File: src/rtl/uart_host_pkg.sv
// Shared types and constants for the host-side UART transmitter.
// Optional even parity is selected with UART_HOST_TX_PARITY_EN.
package uart_host_pkg;

    typedef enum logic [2:0] {
        ST_IDLE,
        ST_START,
        ST_DATA,
        ST_PARITY,
        ST_STOP
    } uart_tx_state_e;

    localparam int   UartDataBits  = 8;
    localparam logic UartIdleLevel = 1'b1;

endpackage

File: src/rtl/uart_host_fifo.sv
// Small synchronous byte FIFO feeding the UART transmitter.
// Read data is presented combinationally from the head entry.
module uart_host_fifo #(
    parameter int Depth = 4,
    parameter int Width = 8
) (
    input  logic                     clk,
    input  logic                     rst,
    input  logic                     push,
    input  logic [Width-1:0]         wdata,
    input  logic                     pop,
    output logic [Width-1:0]         rdata,
    output logic                     full,
    output logic                     empty,
    output logic [$clog2(Depth):0]   level
);

    localparam int AW = $clog2(Depth);

    logic [Width-1:0] mem [Depth];
    logic [AW-1:0]    wr_ptr;
    logic [AW-1:0]    rd_ptr;
    logic [AW:0]      count;
    logic             wr_en;
    logic             rd_en;

    assign full  = (count == (AW+1)'(Depth));
    assign empty = (count == '0);
    assign level = count;
    assign rdata = mem[rd_ptr];

    assign wr_en = push && !full;
    assign rd_en = pop && !empty;

    always_ff @(posedge clk or posedge rst) begin
        if (rst) begin
            wr_ptr <= '0;
            rd_ptr <= '0;
            count  <= '0;
        end else begin
            if (wr_en) wr_ptr <= wr_ptr + 1'b1;
            if (rd_en) rd_ptr <= rd_ptr + 1'b1;
            unique case ({wr_en, rd_en})
                2'b10:   count <= count + 1'b1;
                2'b01:   count <= count - 1'b1;
                default: count <= count;
            endcase
        end
    end

    // Storage needs no reset; pointers alone define validity.
    always_ff @(posedge clk) begin
        if (wr_en) mem[wr_ptr] <= wdata;
    end

endmodule

File: src/rtl/uart_host_tx.sv
// Host-side UART transmitter: FIFO-buffered bytes sent 8N1, LSB first.
// Define UART_HOST_TX_PARITY_EN for 8E1 framing with an even parity bit.
module uart_host_tx
    import uart_host_pkg::*;
#(
    parameter int ClksPerBit = 68,
    parameter int FifoDepth  = 4
) (
    input  logic                         clk_i,
    input  logic                         rst_i,
    input  logic [7:0]                   data_i,
    input  logic                         valid_i,
    output logic                         ready_o,
    output logic                         tx_o,
    output logic                         busy_o,
    output logic [$clog2(FifoDepth):0]   level_o
);

    localparam int TW = $clog2(ClksPerBit);
    localparam logic [TW-1:0] TLast = TW'(ClksPerBit - 1);

    uart_tx_state_e          state_q, state_d;
    logic [TW-1:0]           timer_q, timer_d;
    logic [2:0]              idx_q, idx_d;
    logic [UartDataBits-1:0] shift_q, shift_d;
    logic                    tx_q, tx_d;
    logic                    load;
    logic                    bit_end;
    logic [7:0]              fifo_rdata;
    logic                    fifo_full;
    logic                    fifo_empty;
`ifdef UART_HOST_TX_PARITY_EN
    logic                    par_q, par_d;
`endif

    uart_host_fifo #(
        .Depth (FifoDepth),
        .Width (8)
    ) u_fifo (
        .clk   (clk_i),
        .rst   (rst_i),
        .push  (valid_i),
        .wdata (data_i),
        .pop   (load),
        .rdata (fifo_rdata),
        .full  (fifo_full),
        .empty (fifo_empty),
        .level (level_o)
    );

    assign bit_end = (timer_q == TLast);
    assign ready_o = !fifo_full;
    assign busy_o  = (state_q != ST_IDLE) || !fifo_empty;
    assign tx_o    = tx_q;

    always_comb begin
        state_d = state_q;
        timer_d = bit_end ? '0 : timer_q + 1'b1;
        idx_d   = idx_q;
        shift_d = shift_q;
        load    = 1'b0;
`ifdef UART_HOST_TX_PARITY_EN
        par_d   = par_q;
`endif
        unique case (state_q)
            ST_IDLE: begin
                timer_d = '0;
                load    = !fifo_empty;
            end
            ST_START: begin
                if (bit_end) state_d = ST_DATA;
            end
            ST_DATA: begin
                if (bit_end) begin
                    if (idx_q == 3'(UartDataBits - 1)) begin
`ifdef UART_HOST_TX_PARITY_EN
                        state_d = ST_PARITY;
`else
                        state_d = ST_STOP;
`endif
                    end else begin
                        idx_d   = idx_q + 1'b1;
                        shift_d = {1'b0, shift_q[UartDataBits-1:1]};
                    end
                end
            end
`ifdef UART_HOST_TX_PARITY_EN
            ST_PARITY: begin
                if (bit_end) state_d = ST_STOP;
            end
`endif
            ST_STOP: begin
                if (bit_end) begin
                    state_d = ST_IDLE;
                    load    = !fifo_empty;
                end
            end
            default: state_d = ST_IDLE;
        endcase

        // Popping a byte always starts a fresh frame with no idle gap.
        if (load) begin
            state_d = ST_START;
            shift_d = fifo_rdata;
            idx_d   = '0;
            timer_d = '0;
`ifdef UART_HOST_TX_PARITY_EN
            par_d   = ^fifo_rdata;
`endif
        end

        unique case (state_d)
            ST_START:  tx_d = 1'b0;
            ST_DATA:   tx_d = shift_d[0];
`ifdef UART_HOST_TX_PARITY_EN
            ST_PARITY: tx_d = par_d;
`endif
            default:   tx_d = UartIdleLevel;
        endcase
    end

    always_ff @(posedge clk_i or posedge rst_i) begin
        if (rst_i) begin
            state_q <= ST_IDLE;
            timer_q <= '0;
            idx_q   <= '0;
            shift_q <= '0;
            tx_q    <= UartIdleLevel;
`ifdef UART_HOST_TX_PARITY_EN
            par_q   <= 1'b0;
`endif
        end else begin
            state_q <= state_d;
            timer_q <= timer_d;
            idx_q   <= idx_d;
            shift_q <= shift_d;
            tx_q    <= tx_d;
`ifdef UART_HOST_TX_PARITY_EN
            par_q   <= par_d;
`endif
        end
    end

endmodule

File: config.mk
export PLATFORM = sky130hd
export DESIGN_NAME = uart_host_tx
export DESIGN_NICKNAME = d
export VERILOG_FILES = /design/src/rtl/uart_host_pkg.sv /design/src/rtl/uart_host_fifo.sv /design/src/rtl/uart_host_tx.sv
export SDC_FILE = /design/constraint.sdc
export NUM_CORES = 1
export LEC_CHECK = 0
export BUFFER_PORTS_ARGS = -buffer_cell sky130_fd_sc_hd__buf_4
export CORE_UTILIZATION = 40
export CTS_BUF_LIST = sky130_fd_sc_hd__clkbuf_16
export DETAILED_ROUTE_END_ITERATION = 12
export PLACE_DENSITY = 0.54
export SYNTH_ARGS = -nofsm -noshare
export SYNTH_HDL_FRONTEND = slang
export SYNTH_SLANG_ARGS = --single-unit
File: constraint.sdc
create_clock -name clk_i -period 6 [get_ports clk_i]
set_clock_uncertainty 0.15 [all_clocks]
set_input_delay 1.2 -clock clk_i [delete_from_list [all_inputs] [get_ports clk_i]]
set_output_delay 1.2 -clock clk_i [all_outputs]
set_load 0.01 [all_outputs]
# Word-level counts from Yosys, hierarchy flattened
# Memories as Yosys holds them, arrays and structs flattened.
# Index checks and enable logic that the tools add are counted.
# op_classes
bitwise	0
reduce_logical	12
mux	23
eq_ne	11
shifts	0
n_lt_le_gt_ge	0
n_mul	0
add_sub_neg	6
n_div	0
# ops
operator	n
8-bit 2-to-1 mux	4
3-bit 2-to-1 mux	9
7-bit 2-to-1 mux	3
3-bit one-hot mux with 4 select lines	1
3-bit equality test (second input constant)	3
7-bit by 1-bit adder with 7-bit output (second input constant)	1
7-bit equality test (second input constant)	1
3-bit by 1-bit adder with 3-bit output (second input constant)	2
3-bit by 1-bit equality test with 1-bit output (second input constant)	2
3-bit by 2-bit equality test with 1-bit output (second input constant)	2
3-bit logical NOT	2
3-bit one-hot mux with 2 select lines	1
2-bit nonzero test	3
2-bit by 1-bit adder with 2-bit output (second input constant)	2
1-bit one-hot mux with 2 select lines	2
1-bit 2-to-1 mux	3
3-bit AND reduction	1
3-bit nonzero test	1
3-bit by 1-bit subtractor with 3-bit output (second input constant)	1
2-bit by 1-bit equality test with 1-bit output (second input constant)	1
2-bit equality test (second input constant)	1
1-bit logical AND	2
1-bit logical NOT	2
2-bit by 1-bit != test with 1-bit output (second input constant)	1
1-bit logical OR	1
# totals
memories	1
input_bits	11
regBits	29
mem_bits_ro	0
word_cells	62
out_inout_bits	6
mem_bits_rw	32
latch_bits	0
# mem_list
memory	depth	word_bits	read_ports	rd_clocked_by_memory_dff	wr	line	source
u_fifo.mem	4	8	1	0	1	uart_host_fifo.sv:20	logic [Width-1:0] mem [Depth];

# Depth between registers and ports, before layout
# depth
ltp_word	7
ltp_mapped	10
mapped_depth_nobuf	10

# Hierarchy
# A second synthesis with hierarchy kept.
# unflattened
hier_cells	176
area_unflattened_um2	2656.3
# by_module_without_submodules
module	cells_each	area_each_um2	instances	seq_area_each_um2
uart_host_fifo	80	1596.5	1	1136.1
uart_host_tx	96	1059.8	1	551.8

# Worst setup path after synthesis
# No wires, ideal clock.
# synth_path
path_kind	reg-to-reg
startpoint	register timer_q[0]
endpoint	register u_fifo.count[1], in the netlist u_fifo.level[1]
path_stages_with_launch	9
setup_time_ns	0.125
required_ns	5.725
setup_slack_ns	3.392
n_path_buf	0
t_arrival_ns	2.333
synth_period_minus_slack_ns	2.608
cell_sequence	dfrtp_1 ha_1 nand4bb_1 o21ai_1 nand2_1 inv_1 ha_1 fa_1 mux2_2
# synth_via
elab_chain_len	6
word_cells_on_any_way	8
cone_classes	eq/ne: 3; mux: 3; reduce/logical: 2
# synth_rtl
element	line	source
from (decl)	uart_host_tx.sv:23	logic [TW-1:0] timer_q, timer_d;
from (signal assigned)	uart_host_tx.sv:134	timer_q <= timer_d;
7-bit equality test (*)	uart_host_tx.sv:51	assign bit_end = (timer_q == TLast);
1-bit 2-to-1 mux (*)	uart_host_tx.sv:93	if (bit_end) begin
1-bit one-hot mux with 2 select lines (*)	uart_host_tx.sv:65	unique case (state_q)
1-bit logical AND (*)	uart_host_fifo.sv:33	assign rd_en = pop && !empty;
via u_fifo.rd_en	uart_host_fifo.sv:25	logic rd_en;
2-bit by 1-bit equality test with 1-bit output / 2-bit equality test (equally long branches)	uart_host_fifo.sv:43	unique case ({wr_en, rd_en})
3-bit one-hot mux with 2 select lines / 2-bit nonzero test (equally long branches)	n/a	
to (signal assigned)	uart_host_fifo.sv:44	2'b10: count <= count + 1'b1;
to (signal assigned)	uart_host_fifo.sv:45	2'b01: count <= count - 1'b1;
to (signal assigned)	uart_host_fifo.sv:46	default: count <= count;
to (decl)	uart_host_fifo.sv:23	logic [AW:0] count;
# Mark *: on every way through the listed nets, which the timed path passes. The rest lies on a longest branch.
# A chain may end at the register's enable or synchronous reset.

# Worst setup path after layout
# Ends and elaborated chain as after synthesis.

==> impl_metrics.yaml <==
critical_path:
  cp_common_cell: "ha_1"
  critical_path_class: "reg -> reg"
  cp_data_required_time_ns: 6.05
  crit_buf_inv: 1
  worstPathMaxFanout: 8
  cpMaxStageDelayCell: "o21ai_1"
  cp-end-kind: "flop"
  cp_top_family: "adder cells"
  cp_cell_sequence: "ha_1 > nand4bb_1 > o21ai_1 > nand2_1 > inv_1 > ha_1 > fa_1 > mux2_2"
  arrival_ns: 2.97
  critPathLaunch: "timer_q[0]$_DFF_PP0_"
  start_kind: "flop"
  r2r_start: "timer_q[0]$_DFF_PP0_"
  max_stage_delay_ns: 0.45
floorplanning:
  die_h_um: 82.9
  die_w_um: 82.9
  rows: 29
  ios: 17
  initial_core_util_pct: 41.3
  die-area_um2: 6880
  core_um2: 6350
final_layout:
  stdcell_area_um2: 3090
  seqCellArea_um2: 1690
  finalNetCount: 215
  drive_above_1_share_pct: 22.5
  multiInputGateArea_um2: 877
  area_delta_synth_final_pct: 18.0
  diodes: 0
  n_fill_cell: 551
power_and_ir_drop:
  switching_share_pct: 28.7
  clkPwrFrac_pct: 32.3
  combinationalPowerShare_pct: 22.1
  p_leak_nw: 1.24
  p_seq_share_pct: 45.6
  power.density_nw_per_um2: 482
  p_total_mw: 1.49
  intPower_mw: 1.06
  switchingPower_uw: 427
  ir_drop_v: 0.000225
global_routing:
  grt_pass1_wl_mm: 7.83
  antenna_found_initial: 0
  track_usage_pct: 15.4
  grt-ovfl-total: 0
  first_global_vias: 1571
  grt_max_degree: 30
synthesis:
  synth_enable_flop_cells: 32
  synthAdderAreaFrac_pct: 4.58
  yosysWarnings: 0
  synth_area_um2: 2620
  synth-xor-area-share_pct: 4.01
  synth_nets: 193
  synthSimpleGateAreaFrac_pct: 11.0
  synth_seq_area_share_pct: 64.4
  synth_compound_area_share_pct: 4.58
  ys_ff_latch: 61
  synth_top_family_by_area: "simple AND/OR/NAND/NOR gates"
  yosys-top-cells-area: "edfxtp_1 37%, dfrtp_1 27%, mux4_2 6.9%, ha_1 3.8%, and3_1 2.4%"
  yosysTopAreaCell: "edfxtp_1"
  avgSynthCellArea_um2: 15.1
  synthFlopType: "edfxtp_1"
  syn_inst: 173
  synth_cell_types: 37
  async_flop_share_pct: 47.5
  muxShareOfSynthArea_pct: 9.31
  synth_top_area_share_pct: 36.7
placed_design:
  io_buffers: 16
  place.gp.congestion: 0.809
  post_dp_cell_area_um2: 2810
  dp_hpwl_mm: 3.27
sta:
  slew_violations: 0
  period_share_pct: 48.7
  setup-violations-final: 0
  hold_viol: 0
  worst_pin_slew_ns: 1.08
  min_period_ns: 2.92
  rsz0062_at_grt: "no"
  fin_setup_tns_ns: 0
  clock.fmax_mhz: 342
  slew_headroom_pct: 27.8
clocking:
  htreeDepth: 3
  cts_buffers: 9
  cts.sinks: 61
  holdBufCountCts: 0
  clk_path_buf_depth: 2
  clk_latency_ns: 0.32
  cts_setup_buffers: 0
  cts_resized: 0
  clk_transition_reported_paths_ns: 0.05
  cts_tree: "done"
  clk_root_buffer_cell: "clkbuf_16"
worst_hold_path:
  hold_class: "reg -> reg"
  hold_path_startpoint: "timer_q[0]$_DFF_PP0_"
drt:
  routed_wl_mm: 4.71
  firstDrtPassIters: 4
  drc_errors: 0
  wl_per_cell_um: 17.0
  drt_iter0_drc: 71
  num_vias: 1454
  ant_nets: 0
  avgViaCountPerCell: 5.25
status:
  outcome: "complete, no violations"
job:
  maxCapViolCount: 0
cells in the final DEF (no fill, tap or decap), drive strengths merged:
cell / instances
edfxtp: 32
dfrtp: 28
buf: 16
nor2: 14
and3: 10
clkbuf: 9
mux4: 8
inv: 8
ha: 8
xnor2: 7
a221o: 6
nand3: 5
xor2: 5
a21oi: 5
nand2: 4
nor3: 4
clkinv: 4
mux2: 3
mux2i: 3
and2: 2
or2: 2
nor4: 2
nand4bb: 1
or3b: 1
nor2b: 1
o21ai: 1
and4bb: 1
nand4: 1
a311o: 1
a21boi: 1
a2111oi: 1
or3: 1
nand4b: 1
fa: 1
bufinv: 1
clkinvlp: 1
dfstp: 1
worst reg2reg max path, cell delays in order, from the launching register on:
cell and delay (ns):
dfrtp_1 0.39, ha_1 0.25, nand4bb_1 0.22, o21ai_1 0.45
nand2_1 0.21, inv_1 0.21, ha_1 0.23, fa_1 0.43
mux2_2 0.27
routing by layer:
metal | track usage (%) | up-vias | part of all wire, % | routed length (um)
li1 | - | 694 | - | -
met1 | 19.4 | 728 | 45 | 2100
met2 | 24.4 | 24 | 50 | 2350
met3 | 5.17 | 8 | 3.9 | 182
met4 | 6.58 | 0 | 1.5 | 72
met5 | 0 | - | 0 | 0
per-stage QoR:
stage	utilization (%)	std cells	hold slack, ns	setup WS, ns
after global placement	44.2	261	0.318	3.18
after floorplan	-	173	0.305	3.39
after global routing	48.7	277	0.377	2.83
after detailed placement	44.2	261	0.353	3.06
final	48.7	277	0.357	3.08
after CTS	48.7	277	0.365	3.04
synth_stat cells, types with 2 or more instances:
library cell  count
buf_2             2
ha_1              8
nor2_1           14
and2_1            2
inv_1             7
nor3_1            4
mux4_2            8
xor2_1            5
a21oi_1           4
edfxtp_1         32
or2_2             2
a221o_1           6
nand2_1           4
dfrtp_1          28
xnor2_1           7
and3_1           10
mux2_2            3
mux2i_1           3
clkbuf_1          2
nand3_1           5
final timing paths:
| path | endpoint | slack [ns] | depth (start not counted) |
|---|---|---|---|
| max in group asynchronous | u_fifo.rd_ptr[1]$_DFFE_PP0P_ | 4.04 | 2 |
| min reg2reg | timer_q[0]$_DFF_PP0_ | 0.36 | 1 |
| max reg2reg | u_fifo.level[1]$_DFFE_PP0P_ | 3.08 | 8 |
| min | timer_q[0]$_DFF_PP0_ | 0.36 | 1 |
| max | u_fifo.level[1]$_DFFE_PP0P_ | 3.08 | 8 |
| min in group asynchronous | shift_q[1]$_DFFE_PP0P_ | 1.01 | 2 |
cell type report:
cell class / instances / area share (%)
clock buffers: 9 / 7.29
clock inverters: 7 / 1.86
inverters: 7 / 0.850
multi-input cells: 100 / 28.4
flip-flops and latches: 61 / 54.6
well taps: 77 / 3.12
repair buffers: 16 / 3.89
sequential cells by signal, indices dropped and copies added, names as in the netlist:
| signal | cells |
|---|---|
| shift_q | 8 |
| u_fifo.mem | 32 |
| tx_o | 1 |
| u_fifo.rd_ptr | 2 |
| state_q | 3 |
| u_fifo.wr_ptr | 2 |
| timer_q | 7 |
| idx_q | 3 |
| u_fifo.level | 3 |
power by group through the flow:
| stage | logic [mW] | registers [mW] | clock network [mW] |
|---|---|---|---|
| final | 0.329 | 0.679 | 0.480 |
| after global routing | 0.370 | 0.703 | 0.511 |
| after detailed placement | 0.340 | 0.685 | 0 |
| after CTS | 0.341 | 0.681 | 0.489 |
| after floorplan | 0.269 | 0.636 | 0 |
| after global placement | 0.323 | 0.678 | 0 |
cell families after synthesis:
family | after synthesis
AO/OA/AOI/OAI | 15
AND/OR/NAND/NOR | 50
flip-flops | 61
adder cells (fa/ha/maj) | 9
multiplexers | 14
buffers and inverters | 12
XOR/XNOR | 12
Power figures use the tool's default switching activity.
